===== config.mk =====
export PLATFORM = sky130hd
export DESIGN_NAME = edulent_datapath
export DESIGN_NICKNAME = d
export VERILOG_FILES = /design/src/rtl/edulent_pkg.sv /design/src/rtl/edulent_mem_if.sv /design/src/rtl/edulent_datapath.sv
export SDC_FILE = /design/constraint.sdc
export NUM_CORES = 1
export LEC_CHECK = 0
export ABC_AREA = 1
export CAP_MARGIN = 40
export CELL_PAD_IN_SITES_DETAIL_PLACEMENT = 2
export CELL_PAD_IN_SITES_GLOBAL_PLACEMENT = 2
export CORE_MARGIN = 8
export CORE_UTILIZATION = 30
export DETAILED_ROUTE_END_ITERATION = 12
export PLACE_DENSITY = 0.87
export SLEW_MARGIN = 0
export SYNTH_ARGS = -nofsm -noshare
export SYNTH_HDL_FRONTEND = slang
export SYNTH_SLANG_ARGS = --single-unit

===== constraint.sdc =====
create_clock -name i_clk -period 2.75 [get_ports i_clk]
set_clock_uncertainty 0.05 [all_clocks]
set_input_delay 0.55 -clock i_clk [delete_from_list [all_inputs] [get_ports i_clk]]
set_output_delay 0.55 -clock i_clk [all_outputs]
set_load 0.02 [all_outputs]

===== src/rtl/edulent_pkg.sv =====
// Shared types for the EDULENT datapath: transfer commands, SP strobe decode and memory FSM states.
package edulent_pkg;

  typedef enum logic [3:0] {
    CMD_NOP    = 4'h0,
    CMD_MA_PC  = 4'h1,
    CMD_MEM_RD = 4'h2,
    CMD_IR_MD  = 4'h3,
    CMD_MA_MD  = 4'h4,
    CMD_A_MD   = 4'h5,
    CMD_MA_AP  = 4'h6,
    CMD_MA_SP  = 4'h7,
    CMD_MD_A   = 4'h8,
    CMD_MEM_WR = 4'h9,
    CMD_A_R    = 4'hA,
    CMD_PC_MD  = 4'hB,
    CMD_A_IN   = 4'hC,
    CMD_OUT_A  = 4'hD,
    CMD_PC_AP  = 4'hE,
    CMD_MD_PC  = 4'hF
  } transfer_cmd_t;

  typedef enum logic [1:0] {
    SP_HOLD = 2'b00,
    SP_INC  = 2'b01,
    SP_DEC  = 2'b10
  } sp_op_t;

  typedef enum logic [1:0] {
    MEM_IDLE    = 2'd0,
    MEM_RD_WAIT = 2'd1,
    MEM_WR_WAIT = 2'd2
  } mem_state_t;

  // Both strobes at once is contradictory and is treated as hold.
  function automatic sp_op_t decode_sp_op(input logic [1:0] strobe);
    case (strobe)
      2'b01:   return SP_INC;
      2'b10:   return SP_DEC;
      default: return SP_HOLD;
    endcase
  endfunction

endpackage


===== src/rtl/edulent_mem_if.sv =====
// Req/ack memory handshake for the EDULENT datapath; request fields are held stable until ack.
module edulent_mem_if
  import edulent_pkg::*;
#(
  parameter int DATA_W = 8,
  parameter int ADDR_W = 8
) (
  input  logic              i_clk,
  input  logic              i_rstn,
  input  logic              i_start_rd,
  input  logic              i_start_wr,
  input  logic [ADDR_W-1:0] i_addr,
  input  logic [DATA_W-1:0] i_wdata,
  output logic              o_busy,
  output logic              o_rd_load,
  output logic [DATA_W-1:0] o_rd_data,
  output logic              o_mem_req,
  output logic              o_mem_we,
  output logic [ADDR_W-1:0] o_mem_addr,
  output logic [DATA_W-1:0] o_mem_wdata,
  input  logic              i_mem_ack,
  input  logic [DATA_W-1:0] i_mem_rdata
);

  mem_state_t state;

  always_ff @(posedge i_clk or negedge i_rstn) begin
    if (!i_rstn) begin
      state       <= MEM_IDLE;
      o_mem_req   <= 1'b0;
      o_mem_we    <= 1'b0;
      o_mem_addr  <= '0;
      o_mem_wdata <= '0;
    end else begin
      case (state)
        MEM_IDLE: begin
          if (i_start_rd) begin
            state      <= MEM_RD_WAIT;
            o_mem_req  <= 1'b1;
            o_mem_we   <= 1'b0;
            o_mem_addr <= i_addr;
          end else if (i_start_wr) begin
            state       <= MEM_WR_WAIT;
            o_mem_req   <= 1'b1;
            o_mem_we    <= 1'b1;
            o_mem_addr  <= i_addr;
            o_mem_wdata <= i_wdata;
          end
        end
        MEM_RD_WAIT, MEM_WR_WAIT: begin
          if (i_mem_ack) begin
            state     <= MEM_IDLE;
            o_mem_req <= 1'b0;
            o_mem_we  <= 1'b0;
          end
        end
        default: begin
          state     <= MEM_IDLE;
          o_mem_req <= 1'b0;
          o_mem_we  <= 1'b0;
        end
      endcase
    end
  end

  // An ack seen in IDLE never reaches MD because the load strobe is qualified by RD_WAIT.
  assign o_busy    = (state != MEM_IDLE);
  assign o_rd_load = (state == MEM_RD_WAIT) && i_mem_ack;
  assign o_rd_data = i_mem_rdata;

endmodule


===== src/rtl/edulent_datapath.sv =====
// EDULENT register-transfer datapath: one transfer command per cycle plus PC/SP strobes.
// Define EDULENT_SP_BOUNDS_EN to add a sticky o_sp_fault and make SP saturate at its limits.
module edulent_datapath
  import edulent_pkg::*;
#(
  parameter int                DATA_W  = 8,
  parameter int                ADDR_W  = 8,
  parameter logic [ADDR_W-1:0] SP_INIT = {ADDR_W{1'b1}},
  parameter logic [ADDR_W-1:0] PC_INIT = '0
) (
  input  logic              i_clk,
  input  logic              i_rstn,
  input  logic [3:0]        i_transfer_cmd,
  input  logic              i_sel_ap,
  input  logic              i_inc_pc,
  input  logic [1:0]        i_inc_dec_sp,
  input  logic [DATA_W-1:0] i_alu_result,
  input  logic [DATA_W-1:0] i_in_data,
  output logic [DATA_W-1:0] o_ir,
  output logic [DATA_W-1:0] o_a,
  output logic [DATA_W-1:0] o_md,
  output logic [DATA_W-1:0] o_out_data,
  output logic              o_out_valid,
  output logic              o_busy,
  output logic              o_mem_req,
  output logic              o_mem_we,
  output logic [ADDR_W-1:0] o_mem_addr,
  output logic [DATA_W-1:0] o_mem_wdata,
  input  logic              i_mem_ack,
  input  logic [DATA_W-1:0] i_mem_rdata
`ifdef EDULENT_SP_BOUNDS_EN
  ,
  output logic              o_sp_fault
`endif
);

  localparam logic [ADDR_W-1:0] ADDR_ONE = ADDR_W'(1);

  logic [ADDR_W-1:0] ma, pc, sp, sp_next;
  logic [DATA_W-1:0] md, ir, a, ap, out_data, rd_data;
  logic              out_valid, busy, rd_load, inc_pc;
  transfer_cmd_t     cmd;
  sp_op_t            sp_op;

  function automatic logic [ADDR_W-1:0] to_addr(input logic [DATA_W-1:0] d);
    logic [ADDR_W+DATA_W-1:0] w;
    w = {{ADDR_W{1'b0}}, d};
    return w[ADDR_W-1:0];
  endfunction

  function automatic logic [DATA_W-1:0] to_data(input logic [ADDR_W-1:0] ad);
    logic [ADDR_W+DATA_W-1:0] w;
    w = {{DATA_W{1'b0}}, ad};
    return w[DATA_W-1:0];
  endfunction

  // While an access is pending the control unit's requests are squashed to no-ops.
  assign cmd    = busy ? CMD_NOP : transfer_cmd_t'(i_transfer_cmd);
  assign inc_pc = i_inc_pc & ~busy;
  assign sp_op  = busy ? SP_HOLD : decode_sp_op(i_inc_dec_sp);

`ifdef EDULENT_SP_BOUNDS_EN
  logic sp_fault, sp_fault_set;
`endif

  always_comb begin
    sp_next = sp;
    case (sp_op)
      SP_INC:  sp_next = sp + ADDR_ONE;
      SP_DEC:  sp_next = sp - ADDR_ONE;
      default: sp_next = sp;
    endcase
`ifdef EDULENT_SP_BOUNDS_EN
    sp_fault_set = ((sp_op == SP_INC) && (sp == '1)) || ((sp_op == SP_DEC) && (sp == '0));
    if (sp_fault_set) sp_next = sp;
`endif
  end

  // Later assignments win, so a PC load in the case statement overrides the increment.
  always_ff @(posedge i_clk or negedge i_rstn) begin
    if (!i_rstn) begin
      ma        <= '0;
      md        <= '0;
      ir        <= '0;
      a         <= '0;
      ap        <= '0;
      out_data  <= '0;
      out_valid <= 1'b0;
      pc        <= PC_INIT;
      sp        <= SP_INIT;
    end else begin
      out_valid <= 1'b0;
      sp        <= sp_next;
      if (rd_load) md <= rd_data;
      if (inc_pc) pc <= pc + ADDR_ONE;
      case (cmd)
        CMD_MA_PC: ma <= pc;
        CMD_IR_MD: ir <= md;
        CMD_MA_MD: ma <= to_addr(md);
        CMD_A_MD:  if (i_sel_ap) ap <= md; else a <= md;
        CMD_MA_AP: ma <= to_addr(ap);
        CMD_MA_SP: ma <= sp;
        CMD_MD_A:  md <= i_sel_ap ? ap : a;
        CMD_A_R:   if (i_sel_ap) ap <= i_alu_result; else a <= i_alu_result;
        CMD_PC_MD: pc <= to_addr(md);
        CMD_A_IN:  a <= i_in_data;
        CMD_OUT_A: begin
          out_data  <= a;
          out_valid <= 1'b1;
        end
        CMD_PC_AP: pc <= to_addr(ap);
        CMD_MD_PC: md <= to_data(pc);
        default: ;
      endcase
    end
  end

`ifdef EDULENT_SP_BOUNDS_EN
  always_ff @(posedge i_clk or negedge i_rstn) begin
    if (!i_rstn) sp_fault <= 1'b0;
    else if (sp_fault_set) sp_fault <= 1'b1;
  end

  assign o_sp_fault = sp_fault;
`endif

  edulent_mem_if #(
    .DATA_W(DATA_W),
    .ADDR_W(ADDR_W)
  ) u_mem_if (
    .i_clk       (i_clk),
    .i_rstn      (i_rstn),
    .i_start_rd  (cmd == CMD_MEM_RD),
    .i_start_wr  (cmd == CMD_MEM_WR),
    .i_addr      (ma),
    .i_wdata     (md),
    .o_busy      (busy),
    .o_rd_load   (rd_load),
    .o_rd_data   (rd_data),
    .o_mem_req   (o_mem_req),
    .o_mem_we    (o_mem_we),
    .o_mem_addr  (o_mem_addr),
    .o_mem_wdata (o_mem_wdata),
    .i_mem_ack   (i_mem_ack),
    .i_mem_rdata (i_mem_rdata)
  );

  assign o_ir        = ir;
  assign o_a         = a;
  assign o_md        = md;
  assign o_out_data  = out_data;
  assign o_out_valid = out_valid;
  assign o_busy      = busy;

endmodule


==> results of run 1 <==
[worst paths after layout]
check / cells past startpoint / endpoint / from / slack, ns
max in group asynchronous: 2 / sp[0]$_DFFE_PN1P_ / i_rstn / 1.85
min: 1 / u_mem_if.o_mem_wdata[1]$_DFFE_PN0P_ / i_rstn / 0.08
min in group i_clk: 2 / u_mem_if.o_mem_addr[1]$_DFFE_PN0P_ / ma[1]$_DFFE_PN0P_ / 0.43
min reg2reg: 2 / u_mem_if.o_mem_addr[1]$_DFFE_PN0P_ / ma[1]$_DFFE_PN0P_ / 0.43
max: 16 / sp[6]$_DFFE_PN1P_ / u_mem_if.state[1]$_DFFE_PN0P_ / 0.32
max reg2reg: 16 / sp[6]$_DFFE_PN1P_ / u_mem_if.state[1]$_DFFE_PN0P_ / 0.32
[area by class of cell]
type | count | area, µm²
Clock inverter | 5 | 61.3
Sequential cell | 84 | 2110
Fill cell | 1705 | 9140
Inverter | 73 | 274
Clock buffer | 10 | 239
Tap cell | 188 | 235
Multi-Input combinational cell | 438 | 2150
Timing Repair Buffer | 95 | 938
[cells in the final DEF (no fill, tap or decap), types with 3 or more instances in the layout]
cell	Yosys	layout
inv_2	5	5
o21ai_2	9	9
o211ai_1	20	20
dfstp_2	8	8
ha_1	6	6
inv_1	66	66
a21oi_1	17	17
o21ai_1	3	3
clkbuf_16	0	9
buf_4	1	9
a31oi_1	6	6
o21ai_0	60	60
nor2_1	52	52
dfrtp_1	76	76
o22ai_1	12	12
nand2_4	4	4
nand3_1	29	29
nand2_1	196	196
nor2_4	5	5
clkdlybuf4s50_1	0	85
[cell families after synthesis]
family          share of synthesized area
simple gates                        0.263
compound gates                      0.178
buf+inv                            0.0787
flops                               0.456
fa+ha+maj                          0.0162
xor+xnor                          0.00757
[stage by stage]
step                      hold slack, ns  area, µm²  cells  setup slack, ns
final                             0.0765       6010    893            0.315
after global routing               0.106       6010    893           0.0236
after CTS                         0.0875       6010    893            0.260
after detailed placement           0.416       5710    878           0.0637
after global placement             0.413       5710    878            0.142
after floorplan                    0.204       4630    607            0.228
[sequential cells by signal, indices dropped and copies added (netlist names)]
register              flops
ap                        8
ma                        8
o_a                       8
o_ir                      8
o_md                      8
o_out_data                8
pc                        8
sp                        8
u_mem_if.o_mem_addr       8
u_mem_if.o_mem_wdata      8
u_mem_if.state            2
o_out_valid               1
u_mem_if.o_mem_req        1
[report_power, final]
part	leakage (nW)	internal, mW	total [mW]	switching, mW
clock network	0.149	0.729	1.27	0.537
registers	1.02	1.85	2.36	0.514
logic	1.61	1.37	3.67	2.30
[layer usage]
metal,part of all wire,wire (µm),global-route usage
met1,0.43,7850,0.231
met3,0.041,741,0.0275
met2,0.50,9120,0.326
met5,0,0,0
met4,0.025,462,0.0737
[worst max-delay path: cells and delay by family (launching register included)]
family	cells	cell delay (ns)
buffers and inverters	4	0.34
adders and majority gates	3	0.59
DFF	1	0.40
and+or+nand+nor	8	0.79
AOI/OAI and AO/OA	1	0.17
==> results.json, run 1 <==
{
  "max_stage_delay_ns": 0.40,
  "slew_viol_final": 0,
  "routed_wl_um": 18200,
  "grt-ovfl-total": 0,
  "timing.critical_path.mode_cell": "nand2_1",
  "die_w_um": 140,
  "postRouteAntennaNets": 0,
  "wl_per_cell_um": 20.3,
  "syn_inst": 607,
  "syn_area_per_cell_um2": 7.62,
  "max-slew-margin-rel": 0.630,
  "placementRows": 45,
  "hold_violations": 0,
  "layout_min_cycle_time_ns": 2.43,
  "finalCritPeriodShare": 0.885,
  "end_kind": "flip-flop",
  "synth-async-reset-ratio": 1.00,
  "maxCapViolCount": 0,
  "postCtsHoldBufs": 0,
  "grt_pass1_vias": 5250,
  "grt_usage": 0.188,
  "ios": 87,
  "worstPathArrival_ns": 2.67,
  "cp_max_fo": 5,
  "fin_util": 0.397,
  "p_leak_nw": 2.79,
  "die_h_um": 140,
  "synth_flop_cell": "dfrtp_1",
  "status": "completed",
  "rsz0062_at_grt": "false",
  "critPathKind": "reg -> reg",
  "drtIter0Drc": 229,
  "synth_area_um2": 4630,
  "cts_inserted_buffers": 9,
  "post_route_cells_drive_above_1_share": 0.0908,
  "path_clk_slew_ns": 0.07,
  "p_per_area_nw_per_um2": 1210,
  "nets": 742,
  "clockBufferDepth": 2,
  "route.detailed.drc": 0,
  "synthTopCellsByCount": "nand2_1 (196), dfrtp_1 (76), inv_1 (66), o21ai_0 (60), nor2_1 (52)",
  "yosysWarnings": 0,
  "cts_max_level": 3,
  "yosysTopAreaCell": "dfrtp_1",
  "worst_slew_pin_slew_ns": 0.553,
  "via_per_inst": 5.20,
  "diodes": 0,
  "dieArea_um2": 19700,
  "postCtsSetupBuffers": 0,
  "cp_cell_sequence": "inv_1 -> ha_1 -> inv_1 -> nor3_1 -> ha_1 -> inv_1 -> nand2_1 -> nand2_1 -> inv_1 -> ha_1 -> o21bai_1 -> nand3_1 -> nand2_1 -> nand2_1 -> nand3_1 -> nand2_1",
  "fin_tns_setup_ns": 0,
  "root_buffer": "clkbuf_16",
  "start_util": 0.305,
  "hpwl_um": 14000,
  "syn2layout_area_growth_pct": 29.9,
  "ir_drop_mv": 0.547,
  "cts_sinks": 84,
  "ys_types": 34,
  "first_pass_iters": 5,
  "power_mw": 7.30,
  "hold_path_class": "in -> async",
  "synth_most_common_cell": "nand2_1",
  "synth-edff-count": 0,
  "antenna_found_initial": 0,
  "cp-start-kind": "flip-flop",
  "cts_tree": "done",
  "vias": 4641,
  "port-buffer-count": 86,
  "setup_viol": 0,
  "yosysTopAreaCellShare": 0.411,
  "slowest_stage": "dfrtp_1",
  "cts_resized": 0,
  "ys_seq_area_frac": 0.456,
  "grt_pass1_wl_um": 29100,
  "grt_max_degree": 57,
  "timing.fmax_ghz": 0.411,
  "gp_congestion": 0.887,
  "required_ns": 2.98,
  "core_region_area_um2": 15100,
  "yosys_register_bits": 84,
  "clock_latency_ns": 0.35,
  "synth_area_leaders": "dfrtp_1 (41%), nand2_1 (16%), o21ai_0 (6.5%), inv_1 (5.4%), dfstp_2 (4.5%)",
  "syn_nets": 648
}
(Power assumes the default switching activity.)
==> run 2: changes to the inputs <==
--- a/config.mk
+++ b/config.mk
@@ -6,13 +6,12 @@
 export NUM_CORES = 1
 export LEC_CHECK = 0
 export ABC_AREA = 1
-export CAP_MARGIN = 40
 export CELL_PAD_IN_SITES_DETAIL_PLACEMENT = 2
 export CELL_PAD_IN_SITES_GLOBAL_PLACEMENT = 2
 export CORE_MARGIN = 8
-export CORE_UTILIZATION = 30
+export CORE_UTILIZATION = 27
 export DETAILED_ROUTE_END_ITERATION = 12
-export PLACE_DENSITY = 0.87
+export PLACE_DENSITY = 0.83
 export SLEW_MARGIN = 0
 export SYNTH_ARGS = -nofsm -noshare
 export SYNTH_HDL_FRONTEND = slang
==> constraint.sdc (replaced) <==
create_clock -name i_clk -period 2.1 [get_ports i_clk]
set_clock_uncertainty 0.05 [all_clocks]
set_input_delay 0.42 -clock i_clk [delete_from_list [all_inputs] [get_ports i_clk]]
set_output_delay 0.42 -clock i_clk [all_outputs]
set_load 0.02 [all_outputs]
==> results.json, run 2 (synthesized netlist as in run 1, its figures left out) <==
{
  "first_pass_iters": 4,
  "die_w_um": 147,
  "antenna_found_initial": 0,
  "p_sw_mw": 4.79,
  "failed_checks": "negative hold slack, negative setup slack",
  "worst_slew_pin_slew_ns": 0.517,
  "timing.fmax_ghz": 0.456,
  "p_int_mw": 5.75,
  "swShare": 0.454,
  "placementRows": 48,
  "post_route_cells_drive_above_1_share": 0.225,
  "drtIter0Drc": 194,
  "routed_wl_um": 20200,
  "postRouteAntennaNets": 0,
  "die_h_um": 147,
  "fill_cells": 1921,
  "p_comb_frac": 0.543,
  "worstPathArrival_ns": 2.42,
  "port-buffer-count": 86,
  "vias": 4813,
  "end_kind": "flip-flop",
  "required_ns": 2.33,
  "via_per_inst": 4.86,
  "core_region_area_um2": 17000,
  "seqPwrFrac": 0.297,
  "cp_max_fo": 8,
  "hold_violations": 6,
  "ios": 87,
  "p_leak_nw": 3.12,
  "ir_drop_mv": 0.567,
  "rsz0062_at_grt": "true",
  "start_util": 0.272,
  "grt_pass1_vias": 5545,
  "wl_per_cell_um": 20.4,
  "clockPowerShare": 0.161,
  "maxCapViolCount": 0,
  "final_common_cell": "nand2_1",
  "root_buffer": "clkbuf_16",
  "p_per_area_nw_per_um2": 1550,
  "grt_usage": 0.188,
  "cts_inserted_buffers": 9,
  "power_mw": 10.5,
  "layout_min_cycle_time_ns": 2.19,
  "status": "complete, but fails checks",
  "critPathKind": "reg -> reg",
  "gp_congestion": 0.876,
  "grt-ovfl-total": 0,
  "grt_pass1_wl_um": 31800,
  "max-slew-margin-rel": 0.655,
  "cts_sinks": 84,
  "dp_slack_ns": -0.430,
  "grt_max_degree": 38,
  "setup_viol": 7,
  "hpwl_um": 15400,
  "diodes": 0,
  "finalCritPeriodShare": 1.04,
  "final_cell_mix": "nand2_1 (183), clkdlybuf4s50_1 (84), dfrtp_1 (75)",
  "nets": 802,
  "cp-start-kind": "flip-flop",
  "cts_max_level": 3,
  "hold_path_class": "in -> async",
  "syn2layout_area_growth_pct": 46.7,
  "cts_tree": "done",
  "route.detailed.drc": 0,
  "fin_ws_ns": -0.0917,
  "dpl.cell_count": 965,
  "clockBufferDepth": 2,
  "dieArea_um2": 21600,
  "layoutNonFillerInstCount": 991,
  "fin_util": 0.399,
  "whs_ns": -0.0130,
  "clock_latency_ns": 0.35,
  "slew_viol_final": 0,
  "path_clk_slew_ns": 0.07
}
[run 2: changes by cell type in the layout (fill, tap and decap cells not counted), sizes merged]
cell / delta
buf: +61
clkdlybuf4s50: -1
clkinv: -1
clkinvlp: +4
inv: -2
[run 2: cell type report]
type,instances,area (µm²),area share
clock buffers,10,239,0.0352
clock inverters,6,71.3,0.0105
inverters,73,289,0.0426
multi-input cells,438,2350,0.346
flip-flops and latches,84,2110,0.311
well taps,225,282,0.0415
repair buffers,155,1450,0.213
[run 2: path summary, 6_finish.rpt]
check | slack [ns] | to | startpoint | cells after the start
worst min-delay path | -0.01 | u_mem_if.o_mem_req$_DFFE_PN0P_ | i_rstn | 1
min in group i_clk | 0.44 | u_mem_if.o_mem_addr[4]$_DFFE_PN0P_ | u_mem_if.o_mem_addr[4]$_DFFE_PN0P_ | 2
worst min register to register | 0.44 | u_mem_if.o_mem_addr[4]$_DFFE_PN0P_ | u_mem_if.o_mem_addr[4]$_DFFE_PN0P_ | 2
max in group asynchronous | 1.39 | pc[2]$_DFFE_PN0P_ | i_rstn | 2
worst max register to register | -0.09 | sp[7]$_DFFE_PN1P_ | u_mem_if.state[1]$_DFFE_PN0P_ | 15
worst max-delay path | -0.09 | sp[7]$_DFFE_PN1P_ | u_mem_if.state[1]$_DFFE_PN0P_ | 15
[run 2: per-stage QoR]
| stage | instance area, µm² | setup TNS (ns) |
|---|---|---|
| floorplan | 4680 | -1.24 |
| global placement | 6230 | -3.12 |
| detailed placement | 6230 | -6.86 |
| CTS | 6670 | -0.361 |
| global route | 6790 | -2.82 |
| finish | 6790 | -0.435 |
[run 2: worst max-delay path, cell delays in order (launching register included)]
cell and delay (ns):
dfrtp_2 0.41, inv_2 0.08, ha_4 0.16, clkinvlp_4 0.11
nor3_4 0.19, ha_4 0.23, buf_8 0.15, nand2_1 0.08
nand2_2 0.13, nand2_2 0.09, nor2_2 0.13, nand2_1 0.08
nand2_1 0.07, nand2_1 0.05, nand3_1 0.06, nand2_1 0.05
[run 2: repair_timing]
item | 4_1_cts | 5_1_grt
hold buffers | 0 | 0
buffers inserted | 7 | 6
pin swaps | 19 | 19
gates resized for setup | 28 | 31
endpoints found under the setup margin | 15 | 59
[run 2: power by group through the flow]
stage	Combinational [mW]	Clock [mW]	Sequential [mW]
6_report	5.72	1.69	3.13
5_1_grt	6.22	1.79	3.21
2_1_floorplan	2.35	0	3.41
3_5_place_dp	5.35	0	3.12
4_1_cts	5.53	1.74	3.12
3_3_place_gp	5.08	0	3.06
[run 2: metal layers]
layer / part of all wire / track usage
met2: 0.50 / 0.315
met1: 0.43 / 0.235
met4: 0.018 / 0.0586
met3: 0.050 / 0.0418
met5: 0 / 0
==> run 3: changes to the inputs <==
--- a/config.mk
+++ b/config.mk
@@ -6,10 +6,10 @@
 export NUM_CORES = 1
 export LEC_CHECK = 0
 export ABC_AREA = 1
-export CELL_PAD_IN_SITES_DETAIL_PLACEMENT = 2
-export CELL_PAD_IN_SITES_GLOBAL_PLACEMENT = 2
+export CELL_PAD_IN_SITES_DETAIL_PLACEMENT = 1
+export CELL_PAD_IN_SITES_GLOBAL_PLACEMENT = 1
 export CORE_MARGIN = 8
-export CORE_UTILIZATION = 27
+export CORE_UTILIZATION = 34
 export DETAILED_ROUTE_END_ITERATION = 12
 export PLACE_DENSITY = 0.83
 export SLEW_MARGIN = 0
==> results.json, run 3 (synthesized netlist as in run 1, its figures left out) <==
{
  "status": "complete, but fails checks",
  "failed_checks": "negative setup slack",
  "fin_tns_setup_ns": -0.157,
  "final_cell_mix": "nand2_1 (189), clkdlybuf4s50_1 (84), dfrtp_1 (75)",
  "root_buffer": "clkbuf_16",
  "p_sw_mw": 4.55,
  "route.detailed.drc": 0,
  "slew_viol_final": 0,
  "drtIter0Drc": 291,
  "hpwl_um": 13400,
  "grt_pass1_vias": 5250,
  "clockBufferDepth": 2,
  "ios": 87,
  "ir_drop_mv": 0.713,
  "worstPathArrival_ns": 2.42,
  "end_kind": "flip-flop",
  "layoutNonFillerInstCount": 938,
  "grt_pass1_wl_um": 28300,
  "hold_violations": 0,
  "path_clk_slew_ns": 0.07,
  "finalCritPeriodShare": 1.05,
  "critPathKind": "reg -> reg",
  "wl_per_cell_um": 18.9,
  "antenna_found_initial": 0,
  "fill_cells": 1636,
  "gp_congestion": 0.877,
  "die_w_um": 133,
  "rsz0062_at_grt": "true",
  "port-buffer-count": 86,
  "reg2reg_to": "sp[7]$_DFFE_PN1P_",
  "fin_util": 0.499,
  "via_per_inst": 5.16,
  "timing.fmax_ghz": 0.453,
  "cp-start-kind": "flip-flop",
  "routed_wl_um": 17700,
  "grt-ovfl-total": 0,
  "p_per_area_nw_per_um2": 1540,
  "p_leak_nw": 3.08,
  "cts_inserted_buffers": 9,
  "fin_ws_ns": -0.107,
  "vias": 4839,
  "first_pass_iters": 5,
  "postRouteAntennaNets": 0,
  "dpl.cell_count": 912,
  "r2r_start": "u_mem_if.state[1]$_DFFE_PN0P_",
  "die_h_um": 133,
  "clock_latency_ns": 0.34,
  "grt_max_degree": 43,
  "r2r_cells": 15,
  "layout_min_cycle_time_ns": 2.21,
  "syn2layout_area_growth_pct": 42.7,
  "cts_sinks": 84,
  "hold_path_class": "in -> async",
  "seqPwrFrac": 0.304,
  "cp_max_fo": 5,
  "placementRows": 42,
  "cts_max_level": 3,
  "setup_viol": 4,
  "required_ns": 2.32,
  "nets": 798,
  "clockPowerShare": 0.162,
  "grt_usage": 0.202,
  "final_common_cell": "nand2_1",
  "max-slew-margin-rel": 0.732,
  "post_route_cells_drive_above_1_share": 0.201,
  "rrSetupSlack_ns": -0.11,
  "power_mw": 10.2,
  "p_int_mw": 5.61,
  "p_comb_frac": 0.534,
  "diodes": 0,
  "maxCapViolCount": 0,
  "start_util": 0.349,
  "swShare": 0.448,
  "cts_tree": "done",
  "core_region_area_um2": 13200,
  "dieArea_um2": 17600,
  "worst_slew_pin_slew_ns": 0.398
}
[run 3: timing repair]
item | CTS | global route
setup endpoints to repair | 13 | 49
gates cloned | 0 | 1
hold buffers | 1 | 0
hold endpoints to repair | 12 | 0
gates resized for setup | 17 | 21
buffers inserted | 3 | 5
pin swaps | 11 | 5
[run 3: critical path, cell delays in order, from the launching register on]
cell and delay, ns:
dfrtp_2 0.41, inv_2 0.08, ha_4 0.16, clkinvlp_4 0.10, nor3_4 0.16, ha_4 0.20, buf_6 0.12, nor2_1 0.06
nor2_2 0.15, nand2_1 0.12, nor2_1 0.15, nand2_1 0.09, nand2_1 0.08, nand2_1 0.07, nand3_1 0.07, nand2_1 0.07
[run 3: worst max path at each step]
stage | startpoint | end | slack, ns
finish | u_mem_if.state[1]$_DFFE_PN0P_ | sp[7]$_DFFE_PN1P_ | -0.11
global route | u_mem_if.state[1]$_DFFE_PN0P_ | sp[7]$_DFFE_PN1P_ | -0.22
CTS | u_mem_if.state[1]$_DFFE_PN0P_ | sp[6]$_DFFE_PN1P_ | -0.02
detailed placement | i_inc_dec_sp[1] | sp[7]$_DFFE_PN1P_ | -0.37
global placement | i_inc_dec_sp[1] | sp[6]$_DFFE_PN1P_ | -0.25
floorplan | u_mem_if.state[1]$_DFFE_PN0P_ | sp[6]$_DFFE_PN1P_ | -0.26
[run 3: layout make-up]
class | instances | area (µm²) | area share
Sequential cell | 84 | 2110 | 0.320
Clock buffer | 10 | 229 | 0.0347
Clock inverter | 6 | 71.3 | 0.0108
Multi-Input combinational cell | 438 | 2300 | 0.348
Inverter | 73 | 280 | 0.0424
Tap cell | 176 | 220 | 0.0333
Timing Repair Buffer | 151 | 1390 | 0.211
[run 3: stage by stage]
step / hold slack [ns] / setup WS (ns) / area [µm²]
finish: 0.415 / -0.107 / 6600
global route: 0.438 / -0.222 / 6600
CTS: 0.423 / -0.0247 / 6500
detailed placement: 0.233 / -0.370 / 6110
global placement: 0.235 / -0.251 / 6110
floorplan: 0.0744 / -0.258 / 4680
[run 3: metal layers]
| layer | global-route usage | up-vias | part of all wire |
|---|---|---|---|
| li1 | - | 2274 | - |
| met2 | 0.346 | 188 | 0.50 |
| met3 | 0.0352 | 40 | 0.061 |
| met1 | 0.242 | 2337 | 0.41 |
| met4 | 0.0934 | 0 | 0.033 |
| met5 | 0 | - | 0 |
[run 3: power groups by stage]
stage,logic [mW],registers (mW),clock network [mW]
CTS,5.30,3.06,1.67
floorplan,2.35,3.41,0
finish,5.43,3.09,1.65
global placement,4.92,3.04,0
detailed placement,5.15,3.08,0
global route,5.93,3.18,1.72
